### config.mk
export PLATFORM = sky130hd
export DESIGN_NAME = store_buffer_unit
export DESIGN_NICKNAME = d
export VERILOG_FILES = /design/src/rtl/store_buffer_unit.sv
export SDC_FILE = /design/constraint.sdc
export NUM_CORES = 1
export LEC_CHECK = 0
export BUFFER_PORTS_ARGS = -buffer_cell sky130_fd_sc_hd__buf_2
export CAP_MARGIN = 20
export CORE_MARGIN = 2
export CORE_UTILIZATION = 55
export CTS_CLUSTER_DIAMETER = 40
export CTS_CLUSTER_SIZE = 28
export DETAILED_ROUTE_END_ITERATION = 6
export PLACE_DENSITY = 0.82
export RECOVER_POWER = 100
export REMOVE_ABC_BUFFERS = 1
export SYNTH_ARGS = -nofsm -noshare
export SYNTH_HDL_FRONTEND = slang
export SYNTH_SLANG_ARGS = --single-unit
export TNS_END_PERCENT = 20
### constraint.sdc
create_clock -name clk -period 12.8 [get_ports clk]
set_input_delay 1.28 -clock clk [delete_from_list [all_inputs] [get_ports clk]]
set_output_delay 1.28 -clock clk [all_outputs]
set_load 0.02 [all_outputs]
### src/rtl/store_buffer_unit.sv
// Store path from the execute/memory stage to the data-memory write port:
// lane placement, fault detection, optional write-combining, and a DEPTH-entry drain FIFO.
module store_buffer_unit #(
  parameter int ADDR_W = 32,
  parameter int DEPTH  = 4,
  parameter bit MERGE  = 1'b1
) (
  input  logic                     clk,
  input  logic                     reset_n,
  input  logic                     st_valid,
  output logic                     st_ready,
  input  logic [5:0]               st_op,
  input  logic [ADDR_W-1:0]        st_addr,
  input  logic [31:0]              st_data,
  output logic                     st_fault,
  output logic [ADDR_W-1:0]        mem_address,
  output logic                     mem_write,
  output logic [31:0]              mem_writedata,
  output logic [3:0]               mem_byteenable,
  input  logic                     mem_waitrequest,
  output logic                     empty,
  output logic [$clog2(DEPTH):0]   count
);

  localparam int PW = $clog2(DEPTH);
  localparam int CW = PW + 1;
  localparam int WW = ADDR_W - 2;

  localparam logic [5:0] OP_SB = 6'b101000;
  localparam logic [5:0] OP_SH = 6'b101001;
  localparam logic [5:0] OP_SW = 6'b101011;

  logic [WW-1:0] addr_mem [DEPTH];
  logic [31:0]   data_mem [DEPTH];
  logic [3:0]    be_mem   [DEPTH];

  logic [PW-1:0] head;
  logic [PW-1:0] tail;
  logic [PW-1:0] last;

  logic          legal;
  logic [31:0]   lane_data;
  logic [3:0]    lane_be;
  logic [WW-1:0] word;
  logic          accept;
  logic          pop;
  logic          do_merge;
  logic          push;

  function automatic logic [31:0] merge_lanes(input logic [31:0] old_data,
                                              input logic [31:0] new_data,
                                              input logic [3:0]  sel);
    logic [31:0] res;
    res = old_data;
    for (int k = 0; k < 4; k++) begin
      if (sel[k]) res[8*k +: 8] = new_data[8*k +: 8];
    end
    return res;
  endfunction

  always_comb begin
    legal     = 1'b0;
    lane_data = st_data;
    lane_be   = 4'b0000;
    case (st_op)
      OP_SB: begin
        legal     = 1'b1;
        lane_data = {4{st_data[7:0]}};
        lane_be   = 4'b0001 << st_addr[1:0];
      end
      OP_SH: begin
        legal     = ~st_addr[0];
        lane_data = {2{st_data[15:0]}};
        lane_be   = 4'b0011 << st_addr[1:0];
      end
      OP_SW: begin
        legal     = (st_addr[1:0] == 2'b00);
        lane_data = st_data;
        lane_be   = 4'b1111;
      end
      default: ;
    endcase
  end

  assign word   = st_addr[ADDR_W-1:2];
  assign last   = tail - PW'(1);
  assign accept = st_valid & st_ready;
  assign pop    = mem_write & ~mem_waitrequest;

  // Merging needs count>=2 so the tail is never the head being presented to memory.
  assign do_merge = MERGE && accept && legal && (count >= CW'(2)) && (addr_mem[last] == word);
  assign push     = accept & legal & ~do_merge;

  // Full is judged from the registered count, so a same-cycle pop never raises st_ready.
  assign st_ready       = (count != CW'(DEPTH));
  assign empty          = (count == '0);
  assign mem_write      = ~empty;
  assign mem_address    = {addr_mem[head], 2'b00};
  assign mem_writedata  = data_mem[head];
  assign mem_byteenable = be_mem[head];

  always_ff @(posedge clk or negedge reset_n) begin
    if (!reset_n) begin
      head     <= '0;
      tail     <= '0;
      count    <= '0;
      st_fault <= 1'b0;
    end else begin
      st_fault <= accept & ~legal;
      if (push) tail <= tail + PW'(1);
      if (pop)  head <= head + PW'(1);
      count <= count + CW'(push) - CW'(pop);
    end
  end

  always_ff @(posedge clk) begin
    if (push) begin
      addr_mem[tail] <= word;
      data_mem[tail] <= lane_data;
      be_mem[tail]   <= lane_be;
    end
    if (do_merge) begin
      data_mem[last] <= merge_lanes(data_mem[last], lane_data, lane_be);
      be_mem[last]   <= be_mem[last] | lane_be;
    end
  end

endmodule

==> results of run 1 <==
sequential cells by signal, summed over array words and instances, names as in the netlist:
signal / count
st_fault: 1
tail: 2
be_mem: 16
head: 2
data_mem: 128
addr_mem: 120
count: 3
where the power goes:
part / switching [mW] / leakage [nW] / internal (mW)
combinational: 0.591 / 1.63 / 0.466
sequential: 0.0656 / 2.47 / 0.994
clock: 0.369 / 0.524 / 0.536
total: 1.03 / 4.62 / 2.00
routing by layer:
| layer | track usage, % | routed length (microns) | part of all wire [%] |
|---|---|---|---|
| met5 | 0 | 0 | 0 |
| met4 | 6.587 | 799 | 3.0 |
| met3 | 3.664 | 2212 | 8.3 |
| met2 | 39.62 | 13540 | 51 |
| met1 | 30.44 | 10190 | 38 |
worst max-delay path, stage by stage (launching register included):
cell and delay, ps:
sky130_fd_sc_hd__dfrtp_2 340, sky130_fd_sc_hd__clkbuf_1 2290, sky130_fd_sc_hd__inv_1 1080, sky130_fd_sc_hd__ha_1 1060, sky130_fd_sc_hd__buf_12 310, sky130_fd_sc_hd__mux4_2 350, sky130_fd_sc_hd__xnor2_1 380, sky130_fd_sc_hd__nand4_1 210
sky130_fd_sc_hd__nor4_2 660, sky130_fd_sc_hd__nand3_1 500, sky130_fd_sc_hd__o41ai_1 1010
final cells by class:
cell class / count / share of cell area [%]
clock buffers: 32 / 5.472
inverters: 16 / 0.4216
well taps: 280 / 2.459
clock inverters: 24 / 2.038
multi-input cells: 328 / 27.86
repair buffers: 157 / 4.690
flip-flops and latches: 272 / 57.06
how the worst max path moves through the flow:
| stage | startpoint | endpoint | slack (ps) |
|---|---|---|---|
| final | tail[0]$_DFFE_PN0P_ | be_mem[0][1]$_DFFE_PP_ | 4200 |
| after global routing | tail[0]$_DFFE_PN0P_ | data_mem[1][18]$_DFFE_PP_ | 3380 |
| after CTS | tail[0]$_DFFE_PN0P_ | count[2]$_DFF_PN0_ | 6690 |
| after detailed placement | tail[0]$_DFFE_PN0P_ | count[2]$_DFF_PN0_ | 6700 |
| after global placement | tail[0]$_DFFE_PN0P_ | count[2]$_DFF_PN0_ | 6840 |
| after floorplan | tail[0]$_DFFE_PN0P_ | count[2]$_DFF_PN0_ | 6380 |
kinds of logic (layout without fill, tap and decap cells):
| group | count (synthesis) | in the layout | synth area share [%] |
|---|---|---|---|
| AOI/OAI and AO/OA | 52 | 52 | 3.118 |
| adders and majority gates | 8 | 8 | 0.8705 |
| DFF | 272 | 272 | 65.76 |
| muxes | 128 | 128 | 20.78 |
| other | 1 | 2 | 0.03034 |
| and+or+nand+nor | 107 | 107 | 5.223 |
| xor gates and xnor gates | 31 | 31 | 2.197 |
| buffers and inverters | 53 | 229 | 2.024 |
per-stage QoR:
step	util [%]	hold slack (ps)	power, mW	setup WS, ps	cells
2_1_floorplan	-	664.0	1.858	6380	616
3_3_place_gp	60.70	582.1	2.123	6839	1050
3_5_place_dp	60.73	594.5	2.140	6700	1051
4_1_cts	65.61	571.1	3.043	6692	1107
5_1_grt	64.88	631.2	3.145	3379	1109
6_report	64.88	597.2	3.021	4204	1109
synthesized netlist by cell type (5+ instances only):
cell | n | area (sq um)
sky130_fd_sc_hd__a21oi_1 | 22 | 110.1
sky130_fd_sc_hd__mux4_2 | 87 | 1959
sky130_fd_sc_hd__nand2_1 | 14 | 52.55
sky130_fd_sc_hd__inv_1 | 16 | 60.06
sky130_fd_sc_hd__xnor2_1 | 27 | 236.5
sky130_fd_sc_hd__buf_2 | 5 | 25.02
sky130_fd_sc_hd__o21ai_0 | 8 | 40.04
sky130_fd_sc_hd__nor2_1 | 18 | 67.56
sky130_fd_sc_hd__mux2_2 | 16 | 180.2
sky130_fd_sc_hd__ha_1 | 7 | 87.58
sky130_fd_sc_hd__buf_1 | 10 | 37.54
sky130_fd_sc_hd__or3_1 | 6 | 37.54
sky130_fd_sc_hd__nor3_1 | 14 | 70.07
sky130_fd_sc_hd__or4_4 | 5 | 56.30
sky130_fd_sc_hd__edfxtp_1 | 264 | 7928
sky130_fd_sc_hd__nand4_1 | 24 | 150.1
sky130_fd_sc_hd__mux4_1 | 11 | 289.0
sky130_fd_sc_hd__clkbuf_1 | 15 | 56.30
sky130_fd_sc_hd__mux2i_1 | 14 | 140.1
sky130_fd_sc_hd__dfrtp_1 | 8 | 200.2
sky130_fd_sc_hd__o21ai_1 | 8 | 40.04
==> results.py, run 1 <==
metrics = {
    "outcome": {
        "status": "finished with violations",
        "failing_checks": "capacitance limit, slew limit",
    },
    "finish": {
        "diode_insertion_count_for_antenna_repair": 0,
        "layout_common_cells": "sky130_fd_sc_hd__edfxtp_1 (264), sky130_fd_sc_hd__clkbuf_1 (115), sky130_fd_sc_hd__mux4_2 (87)",
        "finalNetCount": 887,
        "multiInputGateArea_sq_mm": 0.003969,
        "fin_area_sq_mm": 0.01425,
        "fill_cells": 1497,
        "seqCellArea_sq_mm": 0.008129,
        "final_layout_size_suffix_gt1_share_pct": 24.49,
        "area_growth_pct": 15.25,
        "most_common_cell_after_layout_fill_and_taps_aside": "sky130_fd_sc_hd__edfxtp_1",
    },
    "timing": {
        "final.setup_skew_ps": 20.85,
        "maxSlewHeadroom_pct": -117.1,
        "fmax_ghz": 0.1163,
        "setup_repair_after_global_routing_missed_its_margin": "false",
        "maxSlewViolCount": 225,
        "fin_tns_setup_ps": 0,
        "finalHoldViolCount": 0,
        "tightest_slew_ps": 3256,
        "fin_crit_sh_pct": 67.15,
        "setup-violations-final": 0,
        "min_period_ps": 8596,
    },
    "worst_setup_path": {
        "rr_endpoint": "be_mem[0][1]$_DFFE_PP_",
        "worstSetupPathType": "flip-flop to flip-flop",
        "rrSetupSlack_ps": 4200,
        "crit_path_max_fanout": 47,
        "critPathRequiredTime_ps": 12960,
        "worst_ep_arrival_time_ps": 8750,
        "setup.worst_path.end_class": "flip-flop",
        "cp-start-kind": "flip-flop",
        "critical_path.reg2reg.startpoint": "tail[0]$_DFFE_PN0P_",
        "r2r.worst_path.cells": 10,
    },
    "clock_network": {
        "worst_skew_pair_latency_ps": 550,
        "numCtsBuffers": 30,
        "clk_pin_slew_ps": 60,
        "tritoncts_num_sinks": 272,
        "cts-resized-gates": 0,
        "ctsHtreeMaxLevel": 1,
        "clk_path_buf_depth": 3,
        "postCtsHoldBufs": 0,
        "cts-root-buf": "sky130_fd_sc_hd__clkbuf_16",
        "postCtsSetupRepairBufs": 0,
        "tritoncts": "yes",
    },
    "route": {
        "via_count": 7044,
        "detailedRoute.firstPassIterationCount": 5,
        "drt-wirelength-per-cell_microns": 24.11,
        "route.antenna.remaining_nets": 0,
        "detail_routed_via_count_per_cell": 6.352,
        "detail_route.drc_violations": 0,
        "initialDrtViolationCount": 714,
        "wirelength_routed_mm": 26.74,
    },
    "placed_design": {
        "port_buffers": 146,
        "gp_routability_congestion": 0.8692,
        "hpwl_reported_at_the_end_of_detailed_placement_mm": 17.65,
        "detailed_place.area_sq_mm": 0.01334,
    },
    "flow_run": {
        "max-cap-violations": 10,
    },
    "logic_synthesis": {
        "register_area_share_after_synthesis_pct": 65.76,
        "postSynthCellCount": 652,
        "synth_ff_type": "sky130_fd_sc_hd__edfxtp_1",
        "netlist_area_sq_mm": 0.01236,
        "synthesis.area_per_instance_sq_um": 18.96,
        "ys_ff_latch": 272,
        "post_synth_num_cell_types": 50,
        "synth_async_sr_flop_share_pct": 2.941,
        "synth_enable_flop_cells": 264,
        "synth.yosys.warnings": 0,
    },
    "die": {
        "starting_density_of_the_core_pct": 56.29,
        "die_y_microns": 153.9,
        "core_region_area_sq_mm": 0.02196,
        "dieWidth_microns": 153.9,
        "core.rowCount": 54,
        "boundaryPins": 149,
        "design.die.area_sq_mm": 0.02369,
    },
    "global_route": {
        "grt_antenna_before_repair": 0,
        "total_global_routing_track_utilization_pct": 22.85,
        "maximum_number_of_pins_on_one_net_before_global_route_repair": 51,
        "global_route.overflow_total": 0,
        "grt_pass1_wl_mm": 41.34,
        "grt_pass1_vias": 7387,
    },
    "hold_path": {
        "hp-start": "count[0]$_DFF_PN0_",
        "hold_class": "flip-flop to flip-flop",
        "min_delay_worst_endpoint": "count[0]$_DFF_PN0_",
        "holdPathStages": 1,
    },
    "power": {
        "maximum_resistive_drop_on_vdd_mv": 0.1419,
        "power.density_cell_area_mw_per_mm2": 212.0,
        "power.leakage_nw": 4.623,
    },
}
No activity file was read; power rests on OpenSTA's default activity.
==> run 2: changes to the inputs <==
Clock period 12.8 ns to 7.98 ns, I/O delays scaled along.
==> results.py, run 2 (synthesized netlist as in run 1, its figures left out) <==
metrics = {
    "finish": {
        "most_common_cell_after_layout_fill_and_taps_aside": "sky130_fd_sc_hd__edfxtp_1",
        "finalNetCount": 892,
        "largest_register_ffs": 128,
        "layout_common_cells": "sky130_fd_sc_hd__edfxtp_1 (264), sky130_fd_sc_hd__clkbuf_1 (114), sky130_fd_sc_hd__mux4_2 (87)",
        "reg_top3": "data_mem x128, addr_mem x120, be_mem x16",
        "area_growth_pct": 16.40,
        "final_layout_size_suffix_gt1_share_pct": 25.03,
        "fill_cells": 1507,
        "most_flops_register": "data_mem",
        "diode_insertion_count_for_antenna_repair": 0,
    },
    "power": {
        "maximum_resistive_drop_on_vdd_mv": 0.2489,
        "p_comb_share_pct": 33.5,
        "clkPwrFrac_pct": 32.6,
        "power.density_cell_area_mw_per_mm2": 348.0,
        "post-layout-total-power_mw": 5.007,
        "switching_power_summed_over_all_nets_mw": 1.657,
        "p_seq_share_pct": 33.9,
        "internal_power_mw": 3.350,
        "p_sw_share_pct": 33.09,
        "power.leakage_nw": 4.694,
    },
    "timing": {
        "tightest_slew_ps": 2851,
        "fin_tns_setup_ps": 0,
        "min_period_ps": 6503,
        "setup_repair_after_global_routing_missed_its_margin": "false",
        "fmax_ghz": 0.1538,
        "maxSlewHeadroom_pct": -90.04,
        "maxSlewViolCount": 179,
        "timing.final.ws_setup_ps": 1477,
        "fin_crit_sh_pct": 81.50,
        "setup-violations-final": 0,
        "finalHoldViolCount": 0,
        "final.setup_skew_ps": 17.28,
    },
    "global_route": {
        "grt_antenna_before_repair": 0,
        "total_global_routing_track_utilization_pct": 23.40,
        "maximum_number_of_pins_on_one_net_before_global_route_repair": 51,
        "global_route.overflow_total": 0,
        "grt_pass1_vias": 7441,
        "grt_pass1_wl_mm": 41.93,
    },
    "clock_network": {
        "numCtsBuffers": 35,
        "clk_path_buf_depth": 3,
        "postCtsSetupRepairBufs": 0,
        "clk_pin_slew_ps": 60,
        "ctsHtreeMaxLevel": 2,
        "tritoncts": "yes",
        "worst_skew_pair_latency_ps": 510,
        "cts-resized-gates": 0,
        "tritoncts_num_sinks": 272,
        "postCtsHoldBufs": 0,
        "cts-root-buf": "sky130_fd_sc_hd__clkbuf_16",
    },
    "die": {
        "die_y_microns": 153.9,
        "core_region_area_sq_mm": 0.02196,
        "design.die.area_sq_mm": 0.02369,
        "dieWidth_microns": 153.9,
        "core.rowCount": 54,
        "starting_density_of_the_core_pct": 56.29,
        "boundaryPins": 149,
    },
    "worst_setup_path": {
        "cp_cell_sequence": "buf_4, inv_1, ha_1, buf_12, mux4_2, xnor2_1, nand4_1, nor4_1, nand3_1, o41ai_1",
        "cp_slowest_stage_delay_ps": 1160,
        "critPathRequiredTime_ps": 8090,
        "cp-start-kind": "flip-flop",
        "setup.worst_path.end_class": "flip-flop",
        "critical_path.slowest_cell": "sky130_fd_sc_hd__o41ai_1",
        "worst_ep_arrival_time_ps": 6620,
        "worstSetupPathType": "flip-flop to flip-flop",
        "crit_path_max_fanout": 47,
    },
    "route": {
        "detail_route.drc_violations": 5,
        "wirelength_routed_mm": 27.32,
        "route.antenna.remaining_nets": 0,
        "via_count": 7140,
        "detailedRoute.firstPassIterationCount": 7,
        "drt-wirelength-per-cell_microns": 24.50,
        "detail_routed_via_count_per_cell": 6.404,
        "initialDrtViolationCount": 601,
    },
    "flow_run": {
        "max-cap-violations": 8,
    },
    "outcome": {
        "status": "finished with violations",
        "failing_checks": "DRC, capacitance limit, slew limit",
    },
    "placed_design": {
        "port_buffers": 146,
        "preCtsSetupSlack_ps": 1918,
        "hpwl_reported_at_the_end_of_detailed_placement_mm": 17.57,
        "gp_routability_congestion": 0.8691,
    },
    "hold_path": {
        "hold_class": "primary input to async pin",
    },
}
run 2: cell types whose count changed in the layout (fill, tap and decap cells not counted):
| cell | delta |
|---|---|
| sky130_fd_sc_hd__clkinv_4 | -2 |
| sky130_fd_sc_hd__buf_4 | -3 |
| sky130_fd_sc_hd__bufinv_16 | +1 |
| sky130_fd_sc_hd__clkinv_1 | -1 |
| sky130_fd_sc_hd__clkbuf_16 | +6 |
| sky130_fd_sc_hd__clkbuf_2 | +4 |
| sky130_fd_sc_hd__clkinvlp_4 | +3 |
| sky130_fd_sc_hd__clkinv_2 | +4 |
| sky130_fd_sc_hd__inv_8 | -2 |
| sky130_fd_sc_hd__inv_6 | -4 |
| sky130_fd_sc_hd__nor4_1 | +2 |
| sky130_fd_sc_hd__nor4_2 | -2 |
| sky130_fd_sc_hd__clkbuf_1 | -1 |
| sky130_fd_sc_hd__clkinv_8 | +1 |
run 2: path summary, 6_finish.rpt:
check	startpoint	endpoint	slack, ps	cells after the start
worst max-delay path	tail[0]$_DFFE_PN0P_	be_mem[0][2]$_DFFE_PP_	1480	10
worst min-delay path	reset_n	count[1]$_DFF_PN0_	230	1
worst max register to register	tail[0]$_DFFE_PN0P_	be_mem[0][2]$_DFFE_PP_	1480	10
worst min register to register	count[0]$_DFF_PN0_	count[0]$_DFF_PN0_	610	1
max in group asynchronous	reset_n	tail[0]$_DFFE_PN0P_	7380	1
min in group clk	count[0]$_DFF_PN0_	count[0]$_DFF_PN0_	610	1
run 2: routing by layer:
metal	track usage [%]	wire (microns)
met5	0	0
met4	8.233	646
met3	3.805	2179
met2	40.41	14080
met1	30.59	10420
run 2: power groups by stage:
stage	clock network [mW]	registers [mW]	logic (mW)
after detailed placement	0	1.74	1.70
after floorplan	0	1.81	1.17
after CTS	1.65	1.70	1.71
after global placement	0	1.73	1.67
final	1.63	1.70	1.68
after global routing	1.71	1.71	1.79
run 2: per-stage QoR:
step | instance area [sq um] | cells | hold slack, ps | util [%]
2_1_floorplan | 12170 | 616 | 502.4 | -
3_3_place_gp | 13330 | 1050 | 582.1 | 60.70
3_5_place_dp | 13340 | 1051 | 599.7 | 60.73
4_1_cts | 14570 | 1113 | 122.0 | 66.34
5_1_grt | 14390 | 1115 | 244.3 | 65.52
6_report | 14390 | 1115 | 230.2 | 65.52
run 2: layout make-up:
class / instances / area (sq um) / area share (%)
clock buffers: 38 / 929.6 / 6.461
clock inverters: 24 / 300.3 / 2.087
inverters: 16 / 60.06 / 0.4174
multi-input cells: 328 / 3956 / 27.50
flip-flops and latches: 272 / 8129 / 56.50
well taps: 280 / 350.3 / 2.435
repair buffers: 157 / 661.9 / 4.600
run 2: critical path, delay by kind of cell (launching register included):
| family | cells | cell delay (ps) |
|---|---|---|
| multiplexers | 1 | 360 |
| adder cells (fa/ha/maj) | 1 | 640 |
| XOR/XNOR | 1 | 350 |
| AND/OR/NAND/NOR | 3 | 1830 |
| buffers and inverters | 3 | 1390 |
| flip-flops | 1 | 340 |
| AO/OA/AOI/OAI | 1 | 1160 |
==> run 3: changes to the inputs <==
Settings changed: ABC_AREA set to 1.
Clock period 7.98 ns to 6.6 ns, I/O delays scaled along.
==> results.py, run 3 <==
metrics = {
    "outcome": {
        "status": "finished with violations",
        "failing_checks": "capacitance limit, slew limit",
    },
    "route": {
        "route.antenna.remaining_nets": 0,
        "wl_met1_mm": 13.10,
        "detailedRoute.firstPassIterationCount": 7,
        "initialDrtViolationCount": 1125,
        "detail_route.drc_violations": 0,
        "via_count": 10670,
        "wirelength_routed_mm": 33.79,
        "drt-wirelength-per-cell_microns": 18.43,
        "top_layer": "met4",
        "routed_wire_length_on_met3_mm": 3.244,
        "detail_routed_via_count_per_cell": 5.819,
        "detailroute.wirelength.met2_mm": 16.20,
    },
    "logic_synthesis": {
        "synth.largest_area_cell": "sky130_fd_sc_hd__edfxtp_1",
        "synth_area_leaders": "sky130_fd_sc_hd__edfxtp_1 (61%), sky130_fd_sc_hd__nand2_1 (10%), sky130_fd_sc_hd__o21ai_0 (6.1%), sky130_fd_sc_hd__nor2_1 (5.8%), sky130_fd_sc_hd__nand3_1 (4.5%)",
        "netlist_area_sq_mm": 0.01303,
        "synth_adder_area_share_pct": 0.8257,
        "post_synthesis_compound_gate_area_fraction_pct": 10.32,
        "post_synth_num_cell_types": 32,
        "synth_async_sr_flop_share_pct": 2.941,
        "yosys.cell_count.top_type": "sky130_fd_sc_hd__nand2_1",
        "yosys.area_share.xor_xnor_pct": 0.1344,
        "synth_ff_type": "sky130_fd_sc_hd__edfxtp_1",
        "post_synth_most_frequent_cells": "sky130_fd_sc_hd__nand2_1 (352), sky130_fd_sc_hd__edfxtp_1 (264), sky130_fd_sc_hd__nor2_1 (200), sky130_fd_sc_hd__o21ai_0 (160), sky130_fd_sc_hd__nand3_1 (117)",
        "combinational_family_with_the_most_area_after_synthesis": "simple AND/OR/NAND/NOR gates",
        "ys_ff_latch": 272,
        "synth_simple_gate_area_share_pct": 21.57,
        "yosysTopAreaCellShare_pct": 60.84,
        "synth_enable_flop_cells": 264,
        "postSynthCellCount": 1368,
        "register_area_share_after_synthesis_pct": 62.37,
        "synth.yosys.warnings": 0,
        "post_synth_mux_area_share_pct": 0,
        "synthesis.area_per_instance_sq_um": 9.526,
    },
    "finish": {
        "post_layout_nonfiller_instances": 1833,
        "area_growth_pct": 13.76,
        "most_common_cell_after_layout_fill_and_taps_aside": "sky130_fd_sc_hd__nand2_1",
        "final_layout_size_suffix_gt1_share_pct": 7.464,
        "diode_insertion_count_for_antenna_repair": 0,
        "reg_top3": "data_mem x128, addr_mem x120, be_mem x16",
        "layout_common_cells": "sky130_fd_sc_hd__nand2_1 (357), sky130_fd_sc_hd__edfxtp_1 (264), sky130_fd_sc_hd__nor2_1 (199)",
        "most_flops_register": "data_mem",
        "finalNetCount": 1572,
        "largest_register_ffs": 128,
        "fill_cells": 1836,
    },
    "die": {
        "design.die.area_sq_mm": 0.02494,
        "core_region_area_sq_mm": 0.02333,
        "starting_density_of_the_core_pct": 55.85,
        "dieWidth_microns": 157.9,
        "core.rowCount": 56,
        "die_y_microns": 157.9,
        "boundaryPins": 149,
    },
    "global_route": {
        "grt_antenna_before_repair": 0,
        "grt_pass1_wl_mm": 52.21,
        "global_route.overflow_total": 0,
        "maximum_number_of_pins_on_one_net_before_global_route_repair": 78,
        "total_global_routing_track_utilization_pct": 26.77,
        "grt_pass1_vias": 10460,
    },
    "flow_run": {
        "max-cap-violations": 4,
    },
    "timing": {
        "min_period_ps": 5149,
        "timing.final.ws_setup_ps": 1451,
        "setup-violations-final": 0,
        "fin_crit_sh_pct": 78.02,
        "fmax_ghz": 0.1942,
        "final.setup_skew_ps": 27.48,
        "fin_tns_setup_ps": 0,
        "maxSlewHeadroom_pct": -37.58,
        "setup_repair_after_global_routing_missed_its_margin": "false",
        "tightest_slew_ps": 2064,
        "finalHoldViolCount": 0,
        "maxSlewViolCount": 107,
        "worst_hold_slack_ps": 384.5,
    },
    "power": {
        "clkPwrFrac_pct": 26.4,
        "p_seq_share_pct": 30.9,
        "maximum_resistive_drop_on_vdd_mv": 0.2738,
        "internal_power_mw": 3.641,
        "switching_power_summed_over_all_nets_mw": 2.830,
        "power.leakage_nw": 5.596,
        "p_comb_share_pct": 42.8,
        "p_sw_share_pct": 43.73,
        "power.density_cell_area_mw_per_mm2": 436.5,
    },
    "placed_design": {
        "preCtsSetupSlack_ps": 2347,
        "gp_routability_congestion": 0.8926,
        "port_buffers": 146,
        "placed_cells": 1775,
        "hpwl_reported_at_the_end_of_detailed_placement_mm": 21.17,
    },
    "worst_setup_path": {
        "critPathRequiredTime_ps": 6750,
        "rrSetupSlack_ps": 1450,
        "cp-start-kind": "flip-flop",
        "worstSetupStartpoint": "tail[1]$_DFFE_PN0P_",
        "worst_ep_arrival_time_ps": 5300,
        "crit_path_max_fanout": 21,
        "rr_endpoint": "addr_mem[1][14]$_DFFE_PP_",
        "r2r.worst_path.cells": 17,
        "setup.worst_path.end_class": "flip-flop",
        "critical_path.reg2reg.startpoint": "tail[1]$_DFFE_PN0P_",
        "worstSetupPathType": "flip-flop to flip-flop",
    },
    "hold_path": {
        "hold_class": "primary input to flip-flop",
        "hp-start": "mem_waitrequest",
        "min_delay_worst_endpoint": "head[0]$_DFFE_PN0P_",
        "holdPathStages": 3,
    },
    "clock_network": {
        "postCtsSetupRepairBufs": 0,
        "tritoncts_num_sinks": 272,
        "tritoncts": "yes",
        "clk_pin_slew_ps": 60,
        "clk_path_buf_depth": 3,
        "worst_skew_pair_latency_ps": 570,
        "ctsHtreeMaxLevel": 1,
        "cts-root-buf": "sky130_fd_sc_hd__clkbuf_16",
        "numCtsBuffers": 30,
    },
}
-- run 3: cell types whose count changed in the layout (fill, tap and decap cells not counted), sizes merged, moves of 13 or more --
cell   delta
nand2   +343
nor2    +184
o21ai   +145
nand3   +114
mux4     -98
inv      +62
o22ai    +61
xnor2    -27
nand4    -19
mux2     -16
mux2i    -14
nor3     -13
-- run 3: area by class of cell --
type	count	area (sq um)	share of cell area, %
Clock inverter	25	277.8	1.874
Multi-Input combinational cell	949	4268	28.79
Tap cell	319	399.1	2.692
Clock buffer	31	754.5	5.089
Timing Repair Buffer	159	696.9	4.701
Sequential cell	272	8134	54.87
Inverter	78	294.0	1.983
-- run 3: routing by layer --
layer	track usage [%]	vias to the layer above
met4	12.34	0
met5	0	-
met1	35.11	4979
met2	43.52	612
met3	5.010	109
li1	-	4967
-- run 3: cell families after synthesis --
kind of cell / Yosys count
buffers and inverters: 148
xor gates and xnor gates: 2
and+or+nand+nor: 690
DFF: 272
adders and majority gates: 8
other: 1
AOI/OAI and AO/OA: 247
-- run 3: what timing repair did --
action | CTS | global route
gates resized for setup | 0 | 0
hold endpoints to repair | 8 | 0
endpoints found under the setup margin | 0 | 0
hold buffers | 1 | 0
-- run 3: power by group through the flow --
stage,Clock (mW),Sequential (mW),Combinational [mW]
after floorplan,0,2.12,1.74
final,1.71,2.00,2.77
after global routing,1.78,2.00,3.03
after global placement,0,2.03,2.69
after CTS,1.71,2.00,2.79
after detailed placement,0,2.03,2.75
-- run 3: critical path, cell delays in order (launching register included) --
cell                       delay, ps
sky130_fd_sc_hd__dfrtp_1         420
sky130_fd_sc_hd__inv_1           110
sky130_fd_sc_hd__ha_1            300
sky130_fd_sc_hd__inv_1           420
sky130_fd_sc_hd__buf_16          230
sky130_fd_sc_hd__nand3_1         120
sky130_fd_sc_hd__nand2_1          80
sky130_fd_sc_hd__nand2_1         110
sky130_fd_sc_hd__nand2_1         110
sky130_fd_sc_hd__inv_1            40
sky130_fd_sc_hd__nand2_1          60
sky130_fd_sc_hd__nor2_1           50
sky130_fd_sc_hd__nand2_1          80
sky130_fd_sc_hd__nor2_1          160
sky130_fd_sc_hd__nand2_1         180
sky130_fd_sc_hd__nand2_1         250
sky130_fd_sc_hd__nor2_1          750
sky130_fd_sc_hd__clkbuf_1       1220
-- run 3: per-stage QoR --
| step | area [sq um] | power, mW | utilization [%] |
|---|---|---|---|
| after global placement | 13940 | 4.718 | 59.74 |
| final | 14820 | 6.471 | 63.54 |
| after detailed placement | 13940 | 4.786 | 59.74 |
| after global routing | 14820 | 6.814 | 63.54 |
| after CTS | 14980 | 6.494 | 64.21 |
| after floorplan | 12710 | 3.859 | - |
-- run 3: worst max path at each step --
stage / cells past startpoint / slack (ps) / endpoint
2_1_floorplan: 14 / 230 / addr_mem[0][0]$_DFFE_PP_
3_3_place_gp: 15 / 2500 / data_mem[2][16]$_DFFE_PP_
3_5_place_dp: 15 / 2350 / data_mem[2][23]$_DFFE_PP_
4_1_cts: 15 / 2260 / data_mem[2][23]$_DFFE_PP_
5_1_grt: 17 / 1040 / addr_mem[0][14]$_DFFE_PP_
6_report: 17 / 1450 / addr_mem[1][14]$_DFFE_PP_
